<file path="src/rtl/wrr_arbiter.sv">
// wrr_arbiter: weighted round-robin arbiter; each requester keeps the grant for up to weight accepted transfers
module wrr_arbiter #(
  parameter int WIDTH = 4,
  parameter int WEIGHT_W = 4
) (
  input  logic                      clk,
  input  logic                      rst,
  input  logic [WIDTH-1:0]          req,
  input  logic [WIDTH*WEIGHT_W-1:0] weight,
  input  logic                      accept,
  output logic [WIDTH-1:0]          grant,
  output logic [$clog2(WIDTH)-1:0]  grant_idx,
  output logic                      grant_valid,
  output logic                      burst_last
);
  localparam int IW = $clog2(WIDTH);
  typedef enum logic {IDLE, HOLD} state_t;
  state_t              state;
  logic [IW-1:0]       owner, pick;
  logic [WEIGHT_W-1:0] cnt, pick_w;
  logic [WIDTH-1:0]    mask;
  logic                hold_hit, pick_one;
  function automatic logic [IW-1:0] lowest(input logic [WIDTH-1:0] v);
    logic [IW-1:0] r;
    r = '0;
    for (int j = WIDTH - 1; j >= 0; j--) if (v[j]) r = IW'(j);
    return r;
  endfunction
  function automatic logic [WIDTH-1:0] above(input logic [IW-1:0] i);
    logic [WIDTH-1:0] r;
    for (int j = 0; j < WIDTH; j++) r[j] = j > int'(i);
    return r;
  endfunction
  always_comb begin
    hold_hit = state == HOLD && req[owner];
    pick = (req & mask) != '0 ? lowest(req & mask) : lowest(req);
    pick_w = weight[pick*WEIGHT_W +: WEIGHT_W];
    pick_one = pick_w <= WEIGHT_W'(1);
    grant_valid = !rst && req != '0;
    grant_idx = !grant_valid ? '0 : hold_hit ? owner : pick;
    grant = grant_valid ? WIDTH'(1) << grant_idx : '0;
    burst_last = grant_valid && (hold_hit ? cnt == WEIGHT_W'(1) : pick_one);
  end
  // an owner that stops requesting forfeits its credits even without an accept
  always_ff @(posedge clk) begin
    if (rst) begin
      state <= IDLE;
      owner <= '0;
      cnt <= '0;
      mask <= '1;
    end else if (grant_valid && accept) begin
      if (hold_hit) begin
        cnt <= cnt - 1'b1;
        if (cnt == WEIGHT_W'(1)) begin
          state <= IDLE;
          mask <= above(owner);
        end
      end else begin
        owner <= pick;
        mask <= above(pick);
        state <= pick_one ? IDLE : HOLD;
        cnt <= pick_one ? cnt : pick_w - 1'b1;
      end
    end else if (state == HOLD && !req[owner]) begin
      state <= IDLE;
    end
  end
endmodule

</file>
<file path="config.mk">
export PLATFORM = sky130hd
export DESIGN_NAME = wrr_arbiter
export DESIGN_NICKNAME = d
export VERILOG_FILES = /design/src/rtl/wrr_arbiter.sv
export SDC_FILE = /design/constraint.sdc
export NUM_CORES = 1
export LEC_CHECK = 0
export ABC_AREA = 1
export BUFFER_PORTS_ARGS = -buffer_cell sky130_fd_sc_hd__buf_2
export CAP_MARGIN = 30
export CORE_AREA = 5 5 71 73
export CTS_CLUSTER_DIAMETER = 100
export DETAILED_ROUTE_END_ITERATION = 10
export DIE_AREA = 0 0 76 78
export PLACE_DENSITY = 0.54
export REMOVE_ABC_BUFFERS = 1
export SETUP_SLACK_MARGIN = 0.02
export SYNTH_ARGS = -nofsm -noshare
export SYNTH_HDL_FRONTEND = slang
export SYNTH_SLANG_ARGS = --single-unit
</file>
<file path="constraint.sdc">
create_clock -name clk -period 3.25 [get_ports clk]
set_clock_uncertainty 0.05 [all_clocks]
set_input_delay 0.1625 -clock clk [delete_from_list [all_inputs] [get_ports clk]]
set_output_delay 0.1625 -clock clk [all_outputs]
set_load 0.05 [all_outputs]
</file>
* Yosys cells after proc, flatten, opt, wreduce, memory -nomap -nowiden *
Cells that the tools add are included.

operators by class
  bitwise logic cells = 1
  $lt $le $gt $ge = 8
  equality and inequality tests = 4
  shift-type cells = 2
  muxes and demuxes = 24
  reduce and logical (&&, ||, !) cells = 13
  add/sub/neg operators = 2

operator list
  operator               count
  $mux W2                11
  $mux W4                5
  $shiftx A16 B5 Y4      1
  $gt A2 B2 Y1 const A   4
  $reduce_bool A4 Y1     2
  $sub A4 B1 Y4 const B  2
  $mux W1                7
  $reduce_and A2 Y1      3
  $logic_and A1 B1 Y1    5
  $and A4 B4 Y4          1
  $eq A4 B1 Y1 const B   1
  $gt A1 B2 Y1 const A   2
  $le A4 B1 Y1 const B   1
  $shl A1 B2 Y4 const A  1
  $lt A2 B3 Y1 const B   1
  $ne A3 B3 Y1 const B   1
  $bmux W1 S2            1
  $logic_not A1 Y1       2
  $ne A2 B1 Y1 const B   1
  $ne A2 B2 Y1 const B   1
  $reduce_bool A2 Y1     1

word-level totals
  bits of input ports = 23
  flip-flop bits (word level) = 11
  word-level logic and storage cells = 58
  output and inout bits = 8

* Logic depth before layout (Yosys ltp) *
Gate-level depths: netlist (run 1).

  word-level depth = 11
  depth in mapped cells = 21

* Least setup slack after synthesis (run 1) *
No wires, ideal clock.

  path kind = input to output
  start = input rst
  end = output grant[1]
  slack = -0.001 ns
  stages = 6
  arrival = 3.038 ns
  cell sequence = clkbuf_1 > a31oi_1 > inv_1 > nor2_1 > inv_1 > nor2_1

on the way
  cells in the longest elaborated chain, start to end = 5

ends and longest elaborated chain
  what                 RTL line  text
  from (decl)          7         input logic rst,
  $logic_not A1 Y1     39        grant_valid = !rst && req != '0;
  $logic_and A1 B1 Y1  39
  via grant_valid      13        output logic grant_valid,
  $mux W2              40        grant_idx = !grant_valid ? '0 : hold_hit ? owner : pick;
  via grant_idx[0]     12        output logic [$clog2(WIDTH)-1:0] grant_idx,
  $shl A1 B2 Y4        41        grant = grant_valid ? WIDTH'(1) << grant_idx : '0;
  $mux W4              41
  to (decl)            11        output logic [WIDTH-1:0] grant,

The timed path passes the listed nets, and every way through them passes these cells.

* Worst setup path in the final report (run 1) *
  start = register mask[1]
  end = output burst_last

on the way
  cells in the longest elaborated chain, start to end = 8
  elaborated cells between the ends (all ways) = 9

ends and longest elaborated chain
  what                     RTL line  text
  from (decl)              21        logic [WIDTH-1:0] mask;
  from (signal assigned)   56        mask <= above(owner);
  from (signal assigned)   60        mask <= above(pick);
  $and A4 B4 Y4 (*)        36        pick = (req & mask) != '0 ? lowest(req & mask) : lowest(req);
  $mux W2 (2 in a row)     26        for (int j = WIDTH - 1; j >= 0; j--) if (v[j]) r = IW'(j);
  $mux W2 (*)              36
  $shiftx A16 B5 Y4 (*)    37        pick_w = weight[pick*WEIGHT_W +: WEIGHT_W];
  $le A4 B1 Y1 (*)         38        pick_one = pick_w <= WEIGHT_W'(1);
  $mux W1 (*)              42        burst_last = grant_valid && (hold_hit ? cnt == WEIGHT_W'(1) : pick_one);
  $logic_and A1 B1 Y1 (*)  42
  to (decl)                14        output logic burst_last

Mark *: on every way between the ends. The rest lies on a longest branch, timed or not.

==> results_dict.tcl, run 1 <==
set metrics [dict create \
    totalNegativeSetupSlack_ns 0 \
    yosys_warnings 0 \
    number_of_buffers_added_to_fix_hold_violations_after_cts 0 \
    grt_max_degree 11 \
    layout.cells.most_common_list "sky130_fd_sc_hd__nand2_1, sky130_fd_sc_hd__buf_2, sky130_fd_sc_hd__inv_1" \
    routed_wirelength_normalized_by_instance_count_um 10.6 \
    most_common_cell_after_layout_fill_and_taps_aside "sky130_fd_sc_hd__nand2_1" \
    rsz_0062_raised_after_global_routing "false" \
    synth_seq_area_share_pct 20.9 \
    report.power.total_mw 0.558 \
    max-cap-violations 0 \
    clock_tree_from_tritoncts "yes" \
    drive_gt1_share_pct 25.5 \
    dieWidth_um 76 \
    worstSetupStartpoint "mask[1]" \
    initial_core_util_pct 24.6 \
    synth.ff_latch_count 11 \
    critical_path.reg2reg.startpoint "mask[1]" \
    numCtsBuffers 3 \
    finalWorstPathRequiredPeriod_ns 2.73 \
    worst-setup-path-type "reg -> out" \
    seqCellArea_um2 220 \
    fmax_ghz 0.366 \
    dominant_cell_type_by_count_on_the_critical_path "sky130_fd_sc_hd__nand2_1" \
    report.final.hold_viol_count 0 \
    floorplan.die_area_mm2 0.00593 \
    rr_endpoint "cnt[3]" \
    global_route.overflow_total 0 \
    insertion_delay_ns 0.24 \
    tritoncts_num_sinks 11 \
    die_h_um 78 \
    drc_errors 0 \
    maxSlewViolCount 0 \
    cp_data_required_time_ns 3.04 \
    critical_path_arrival_ns 2.52 \
    drt_first_pass_iters 4 \
    status "finished clean" \
    setup_viol 0 \
    yosys.cell_types.count 28 \
    io_buffers 30 \
    r2r.worst_path.cells 18 \
    ant_nets 0 \
    slowest_stage "sky130_fd_sc_hd__dfxtp_1" \
    min-delay-path-class "in -> reg" \
    post-route-util_pct 30.5 \
    grt_antenna_before_repair 0 \
    endpoint "burst_last" \
    cp-start-kind "register" \
    cp_max_fo 10 \
    cts.clk_slew.worst_paths_ns 0.05 \
    critical-path-max-stage-delay_ns 0.32 \
    fp-row-count 24 \
    synth_cells 175 \
    vdd_ir_drop_max_mv 0.172 \
    finish.net_count 236 \
    multi_input_gate_area_um2 704 \
    core_area_mm2 0.00429 \
    p_leak_nw 0.747 \
    drt-initial-drc-count 60 \
    p_per_area_mw_per_mm2 426 \
    fin_crit_sh_pct 84.0 \
    max_slew.worst_pin.slew_ns 0.329 \
    routed-via-count 1157 \
    cts_h_tree_lvls 1 \
    postCtsResizedCells 0 \
    synth_area_per_cell_um2 6.03 \
    crit_path_cell_trace "nand2_2, nand2_1, nor2_2, nand2_2, nand2_4, inv_2, nand2_1, nand2_1, nand2_1, nand2_2, inv_1, ha_1, nor2_1, nor2_8, nand2_1, a211oi_1, buf_2" \
    slew_headroom_pct 78.0 \
    syn_area_mm2 0.00105 \
    cts_setup_buffers 0 \
    io-pin-count 31 \
    first_global_vias 1081 \
    global_route_wire_length_before_repair_um 4570 \
    reg2reg_setup_slack_ns 0.85 \
    globalplace.congestion 0.841 \
    insertedDiodeCount 0 \
    area_growth_syn_to_layout_pct 24.3 \
    place.detailed.hpwl_um 2240 \
    detail_route.wirelength_um 2750 \
    worst_setup_path_end_kind "output port" \
    cts_root_buf "sky130_fd_sc_hd__clkbuf_8" \
    routed_via_density 4.45 \
    grtUsageTotal_pct 9.21 \
    clk_path_buf_depth 2 \
    filler_instances 490 \
]
## per-stage QoR
step / setup slack, ns / hold slack [ns] / cell area, µm² / std cells
2_1_floorplan: 0.0700 / 0.175 / 1050 / 174
3_3_place_gp: 0.759 / 0.387 / 1270 / 256
3_5_place_dp: 0.745 / 0.385 / 1270 / 256
4_1_cts: 0.478 / 0.136 / 1310 / 260
5_1_grt: 0.331 / 0.165 / 1310 / 260
6_report: 0.519 / 0.146 / 1310 / 260
## critical path: cells and delay by family (launching register included)
kind | cells | cell delay, ns
buffers and inverters | 3 | 0.46
DFF | 1 | 0.32
AOI/OAI and AO/OA | 1 | 0.19
and+or+nand+nor | 12 | 1.12
adders and majority gates | 1 | 0.19
## where the power goes
part / switching, mW / internal (mW)
Combinational: 0.175 / 0.0851
Clock: 0.0552 / 0.0864
Sequential: 0.00776 / 0.148
## worst min path at each step
stage | start | end | slack (ns) | cells after the start
2_1_floorplan | rst | cnt[1] | 0.17 | 1
5_1_grt | rst | cnt[1] | 0.16 | 2
4_1_cts | rst | cnt[1] | 0.14 | 2
3_5_place_dp | mask[0] | mask[0] | 0.38 | 2
3_3_place_gp | mask[0] | mask[0] | 0.39 | 2
6_report | rst | cnt[1] | 0.15 | 2
## area by class of cell
type / instances / area share (%)
Timing Repair Buffer: 30 / 11.5
Sequential cell: 11 / 16.8
Multi-Input combinational cell: 130 / 53.7
Inverter: 33 / 9.64
Clock buffer: 4 / 3.44
Tap cell: 52 / 4.96
## registers in the layout, indices dropped and copies added (netlist names)
register / count
state: 1
cnt: 4
mask: 4
owner: 2
## layer usage
layer / vias to the layer above / part of all wire [%] / GRT usage (%)
met4: 0 / 0.40 / 1.60
li1: 616 / - / -
met2: 18 / 51 / 17.0
met5: - / 0 / 0
met3: 2 / 4.6 / 3.36
met1: 521 / 44 / 10.2
## synthesized netlist by cell type
library cell / n / share of area, %
sky130_fd_sc_hd__nand2_4: 3 / 3.2
sky130_fd_sc_hd__nand2_1: 55 / 20
sky130_fd_sc_hd__inv_1: 29 / 10
sky130_fd_sc_hd__xor2_1: 3 / 2.5
sky130_fd_sc_hd__a31oi_1: 1 / 0.59
sky130_fd_sc_hd__o21ai_0: 4 / 1.9
sky130_fd_sc_hd__nand3_1: 17 / 8.1
sky130_fd_sc_hd__nor2_1: 13 / 4.6
sky130_fd_sc_hd__clkbuf_1: 1 / 0.36
sky130_fd_sc_hd__a211oi_1: 1 / 0.71
sky130_fd_sc_hd__nand3b_1: 2 / 1.4
sky130_fd_sc_hd__nand2_2: 7 / 4.2
sky130_fd_sc_hd__a21oi_2: 1 / 0.83
sky130_fd_sc_hd__nand4_1: 1 / 0.59
sky130_fd_sc_hd__a21boi_4: 1 / 1.8
sky130_fd_sc_hd__nor2_8: 1 / 1.9
sky130_fd_sc_hd__nand3_2: 1 / 0.95
sky130_fd_sc_hd__nor3_1: 2 / 0.95
sky130_fd_sc_hd__ha_1: 4 / 4.7
sky130_fd_sc_hd__o2111ai_1: 2 / 1.7
sky130_fd_sc_hd__nor2_2: 1 / 0.59
sky130_fd_sc_hd__inv_2: 3 / 1.1
sky130_fd_sc_hd__nand3_4: 1 / 1.7
sky130_fd_sc_hd__dfxtp_1: 11 / 21
sky130_fd_sc_hd__inv_4: 1 / 0.59
sky130_fd_sc_hd__o22ai_1: 1 / 0.59
sky130_fd_sc_hd__o21ai_1: 2 / 0.95
sky130_fd_sc_hd__a21oi_1: 6 / 2.8
## logic make-up after synthesis
| kind of cell | after synthesis | synth area share [%] |
|---|---|---|
| simple gates | 104 | 47.7 |
| buf+inv | 34 | 12.3 |
| fa+ha+maj | 4 | 4.75 |
| flops | 11 | 20.9 |
| xor+xnor | 3 | 2.49 |
| compound gates | 19 | 11.9 |
Note: power is estimated with default switching activity, not from simulation.
==> run 2: changes to the inputs <==
PLACE_DENSITY = 0.56   (was 0.54)
clock period = 2.4 ns   (was 3.25 ns; I/O delays follow)
==> run 2 against run 1 <==
Compared with the run above:
- critical path depth is 3 lower
- sequential share of layout area is 2.1 points lower
- first-iteration DRC count is 8.3% higher
- non-clock buffer count is 12 higher
- setup slack worse by 0.44 ns
- routed wire length is 4.5% higher
==> results_dict.tcl, run 2 (synthesis gave the netlist of run 1 again) <==
set metrics [dict create \
    drc_errors 0 \
    seqPwrFrac_pct 25.7 \
    detail_route.wirelength_um 2870 \
    fp-row-count 24 \
    layoutNonFillerInstCount 272 \
    die_h_um 78 \
    number_of_buffers_added_to_fix_hold_violations_after_cts 0 \
    global_route.overflow_total 0 \
    core_area_mm2 0.00429 \
    worstSetupStartpoint "mask[0]" \
    p_per_area_mw_per_mm2 551 \
    pint_mw 0.484 \
    r2r.worst_path.cells 17 \
    numCtsBuffers 3 \
    drt-initial-drc-count 65 \
    dominant_cell_type_by_count_on_the_critical_path "sky130_fd_sc_hd__nand2_1" \
    global_route_wire_length_before_repair_um 4840 \
    finalWorstPathRequiredPeriod_ns 2.33 \
    fmax_ghz 0.430 \
    routed_wirelength_normalized_by_instance_count_um 10.6 \
    critical_path.reg2reg.startpoint "mask[1]" \
    layout.cells.most_common_list "sky130_fd_sc_hd__nand2_1, sky130_fd_sc_hd__buf_2, sky130_fd_sc_hd__inv_1" \
    globalplace.congestion 0.807 \
    slew_headroom_pct 80.2 \
    grt_antenna_before_repair 0 \
    dpl.cell_count 259 \
    first_global_vias 1113 \
    reg.largest.list "cnt x4, mask x4, owner x2" \
    max-cap-violations 0 \
    insertedDiodeCount 0 \
    dieWidth_um 76 \
    clock_tree_from_tritoncts "yes" \
    fin_crit_sh_pct 96.9 \
    share_comb_of_total_power_pct 51.6 \
    maxSlewViolCount 0 \
    timing.hold.worst.start "rst" \
    place.detailed.hpwl_um 2300 \
    max_slew.worst_pin.slew_ns 0.295 \
    area_growth_syn_to_layout_pct 44.1 \
    switching_power_mw 0.353 \
    net_sw_share_pct 42.1 \
    cp_max_fo 7 \
    io-pin-count 31 \
    worst_setup_slack_final_ns 0.0742 \
    vdd_ir_drop_max_mv 0.232 \
    status "finished clean" \
    worst-setup-path-type "reg -> out" \
    cts_root_buf "sky130_fd_sc_hd__clkbuf_8" \
    seqCellArea_um2 224 \
    rsz_0062_raised_after_global_routing "true" \
    hold_path_end "cnt[1]" \
    routed_via_density 4.35 \
    tritoncts_num_sinks 11 \
    filler_instances 466 \
    clk_path_buf_depth 2 \
    cp_data_required_time_ns 2.23 \
    initial_core_util_pct 24.6 \
    dp_worst_setup_slack_ns 0.0933 \
    report.final.hold_viol_count 0 \
    critical-path-max-stage-delay_ns 0.32 \
    slowest_stage "sky130_fd_sc_hd__dfxtp_2" \
    critical_path_arrival_ns 2.16 \
    multi_input_gate_area_um2 806 \
    grt_max_degree 10 \
    finish.net_count 248 \
    report.power.total_mw 0.837 \
    rr_endpoint "cnt[2]" \
    io_buffers 30 \
    grtUsageTotal_pct 9.75 \
    cts.clk_slew.worst_paths_ns 0.05 \
    cp-start-kind "register" \
    ant_nets 0 \
    p_leak_nw 0.817 \
    reg2reg_setup_slack_ns 0.29 \
    insertion_delay_ns 0.24 \
    drive_gt1_share_pct 39.1 \
    clock_power_share_pct 22.7 \
    most_common_cell_after_layout_fill_and_taps_aside "sky130_fd_sc_hd__nand2_1" \
    drt_first_pass_iters 4 \
    worst_setup_path_end_kind "output port" \
    floorplan.die_area_mm2 0.00593 \
    routed-via-count 1184 \
    crit_path_cell_trace "nand2_2, a21boi_4, nand2_4, nand2_1, nand2_1, nand2_1, nand2_2, inv_4, ha_4, nor2_4, nor2_8, nand2_4, a211oi_2, buf_6" \
    min-delay-path-class "in -> reg" \
    setup_viol 0 \
    cts_h_tree_lvls 1 \
    timing.hold.worst_path_depth 2 \
]
run 2: critical path, delay by kind of cell, from the launching register on:
kind | cells | cell delay (ns)
buf+inv | 2 | 0.27
compound gates | 2 | 0.49
fa+ha+maj | 1 | 0.14
flops | 1 | 0.32
simple gates | 9 | 0.68
run 2: timing repair:
item,4_1_cts,5_1_grt
gates resized for setup,17,17
pin swaps,9,10
setup endpoints to repair,1,5
setup buffers,5,4
run 2: through the flow:
| stage | hold slack (ns) | TNS [ns] | instance area [µm²] | utilization (%) |
|---|---|---|---|---|
| floorplan | 0.132 | -2.45 | 1050 | - |
| global placement | 0.360 | 0 | 1290 | 30.0 |
| detailed placement | 0.351 | 0 | 1290 | 30.0 |
| CTS | 0.0890 | 0 | 1430 | 33.2 |
| global route | 0.0984 | -0.0664 | 1520 | 35.4 |
| finish | 0.0924 | 0 | 1520 | 35.4 |
run 2: final cells by class:
| type | instances | share of cell area (%) |
|---|---|---|
| multi-input cells | 130 | 53.0 |
| inverters | 33 | 8.48 |
| clock buffers | 4 | 2.96 |
| repair buffers | 42 | 16.5 |
| flip-flops and latches | 11 | 14.7 |
| well taps | 52 | 4.28 |
run 2: power by group through the flow:
stage / clock, mW / sequential [mW] / combinational, mW
finish: 0.190 / 0.215 / 0.432
global route: 0.211 / 0.217 / 0.482
CTS: 0.198 / 0.212 / 0.399
detailed placement: 0 / 0.215 / 0.358
global placement: 0 / 0.215 / 0.361
floorplan: 0 / 0.213 / 0.275
run 2: metal layers:
layer	up-vias	wire length [µm]	GRT usage [%]
li1	639	-	-
met1	518	1290	11.5
met2	23	1430	17.6
met3	4	117	3.24
met4	0	34	1.07
met5	-	0	0
run 2: how the worst max path moves through the flow:
stage / to / slack (ns) / depth (start not counted)
floorplan: grant[1] / -0.69 / 6
global placement: burst_last / 0.09 / 15
detailed placement: burst_last / 0.09 / 17
CTS: burst_last / 0.03 / 17
global route: burst_last / -0.07 / 17
finish: burst_last / 0.07 / 14
==> run 3: changes to the inputs <==
CORE_AREA = 5 5 54 56   (was 5 5 71 73)
DIE_AREA = 0 0 59 61   (was 0 0 76 78)
PLACE_DENSITY = 0.84   (was 0.56)
clock period = 1.9 ns   (was 2.4 ns; I/O delays follow)
==> run 3 against run 2 <==
Compared with the run above:
- the run now ends with setup timing left
- total power increased by 38%
- combinational power grew 66%
- cell count is 0.74% higher
- critical path depth fell by 2
- first-iteration DRC count is 37% lower
- clock-buffer cell count did not move
- core utilization is 38 points higher
- clock power shrank 12%
- worst hold slack worse by 0.054 ns
- largest cell class unchanged
- highest routed layer unchanged
==> results_dict.tcl, run 3 (synthesis gave the netlist of run 1 again) <==
set metrics [dict create \
    detail_route.wirelength_um 3700 \
    insertion_delay_ns 0.28 \
    clk_path_buf_depth 2 \
    endpoint "grant[3]" \
    fp-row-count 18 \
    number_of_buffers_added_to_fix_hold_violations_after_cts 0 \
    fin_worst_hold_slack_ns 0.0388 \
    tritoncts_num_sinks 11 \
    cts_h_tree_lvls 1 \
    report.final.hold_viol_count 0 \
    worst_setup_path_end_kind "output port" \
    r2r.worst_path.cells 20 \
    routed_wirelength_normalized_by_instance_count_um 13.5 \
    most_common_cell_after_layout_fill_and_taps_aside "sky130_fd_sc_hd__nand2_1" \
    global_route_wire_length_before_repair_um 5430 \
    critical_path_arrival_ns 2.23 \
    cts.clk_slew.worst_paths_ns 0.08 \
    worst_setup_slack_final_ns -0.474 \
    rr_endpoint "cnt[3]" \
    core_area_mm2 0.00239 \
    globalplace.congestion 0.853 \
    numCtsBuffers 3 \
    place.detailed.hpwl_um 2210 \
    setup_viol 11 \
    global_route.overflow_total 0 \
    failed_checks "setup timing" \
    clock_tree_from_tritoncts "yes" \
    vdd_ir_drop_max_mv 0.692 \
    totalNegativeSetupSlack_ns -3.77 \
    cts_root_buf "sky130_fd_sc_hd__clkbuf_4" \
    floorplan.die_area_mm2 0.00360 \
    area_growth_syn_to_layout_pct 66.5 \
    dieWidth_um 59 \
    p_per_area_mw_per_mm2 659 \
    max-cap-violations 0 \
    drive_gt1_share_pct 52.0 \
    routed-via-count 1416 \
    layout.cells.most_common_list "sky130_fd_sc_hd__nand2_1, sky130_fd_sc_hd__buf_4, sky130_fd_sc_hd__inv_1" \
    worst-setup-path-type "reg -> out" \
    io_buffers 30 \
    grtUsageTotal_pct 19.6 \
    routed_via_density 5.17 \
    filler_instances 176 \
    drt_first_pass_iters 4 \
    reg2reg_setup_slack_ns -0.44 \
    drc_errors 0 \
    die_h_um 61 \
    grt_max_degree 9 \
    rsz_0062_raised_after_global_routing "true" \
    slew_headroom_pct 79.9 \
    report.power.total_mw 1.16 \
    initial_core_util_pct 44.2 \
    cp-start-kind "register" \
    io-pin-count 31 \
    multi_input_gate_area_um2 856 \
    fin_crit_sh_pct 125 \
    max_slew.worst_pin.slew_ns 0.299 \
    grt_antenna_before_repair 0 \
    cp_data_required_time_ns 1.75 \
    p_leak_nw 0.954 \
    drt-initial-drc-count 41 \
    maxSlewViolCount 0 \
    min-delay-path-class "in -> reg" \
    finish.net_count 272 \
    insertedDiodeCount 0 \
    fmax_ghz 0.421 \
    worstSetupStartpoint "mask[0]" \
    reg.largest.list "cnt x4, mask x4, owner x2" \
    critical_path.reg2reg.startpoint "mask[1]" \
    cp_max_fo 7 \
    status "finished with violations" \
    ant_nets 0 \
    finalWorstPathRequiredPeriod_ns 2.37 \
    seqCellArea_um2 225 \
    first_global_vias 1361 \
]
[run 3: changes by cell type in the layout (fill, tap and decap cells not counted), sizes merged]
cell    change
clkbuf      -1
buf        +25
[run 3: area by class of cell]
class | count | share of cell area (%)
repair buffers | 66 | 27.5
multi-input cells | 130 | 48.7
well taps | 30 | 2.14
flip-flops and latches | 11 | 12.8
clock buffers | 4 | 1.50
inverters | 33 | 7.34
[run 3: metal layers]
layer,track usage [%],routed length (µm),vias up
li1,-,-,689
met5,0,0,-
met2,35.0,2000,58
met3,6.17,202,21
met4,9.39,146,0
met1,21.0,1360,648
[run 3: worst max-delay path, stage by stage, from the launching register on]
cell and delay, ns:
sky130_fd_sc_hd__dfxtp_2 0.34, sky130_fd_sc_hd__nand2_4 0.08, sky130_fd_sc_hd__a21boi_4 0.28, sky130_fd_sc_hd__nand2_4 0.11, sky130_fd_sc_hd__buf_4 0.15, sky130_fd_sc_hd__buf_6 0.12, sky130_fd_sc_hd__buf_6 0.10, sky130_fd_sc_hd__nand2_2 0.06
sky130_fd_sc_hd__o21ai_2 0.08, sky130_fd_sc_hd__nor2_1 0.19, sky130_fd_sc_hd__inv_1 0.10, sky130_fd_sc_hd__nor2_1 0.16, sky130_fd_sc_hd__buf_6 0.18
[run 3: where the power goes]
group,switching [mW],internal [mW]
Sequential,0.0165,0.255
Clock,0.0864,0.0816
Combinational,0.402,0.316
Total,0.505,0.653
[run 3: what timing repair did]
| action | in CTS | in global routing |
|---|---|---|
| gates resized for setup | 38 | 28 |
| endpoints found under the setup margin | 12 | 15 |
| setup buffers | 9 | 7 |
| pin swaps | 13 | 13 |
[run 3: worst min-delay path by stage]
stage	cells after the start	slack (ns)	end	startpoint
floorplan	1	0.11	cnt[1]	rst
global placement	2	0.32	cnt[1]	rst
detailed placement	2	0.32	cnt[1]	rst
CTS	2	0.02	cnt[1]	rst
global route	2	0.05	cnt[1]	rst
finish	2	0.04	cnt[1]	rst
[run 3: metrics by stage]
step / cells / utilization [%] / worst slack, ns / cell area, µm²
4_1_cts: 267 / 67.5 / -0.430 / 1610
3_5_place_dp: 255 / 58.5 / -0.423 / 1400
2_1_floorplan: 174 / - / -1.14 / 1050
3_3_place_gp: 255 / 58.5 / -0.367 / 1400
6_report: 274 / 73.6 / -0.474 / 1760
5_1_grt: 274 / 73.6 / -0.645 / 1760
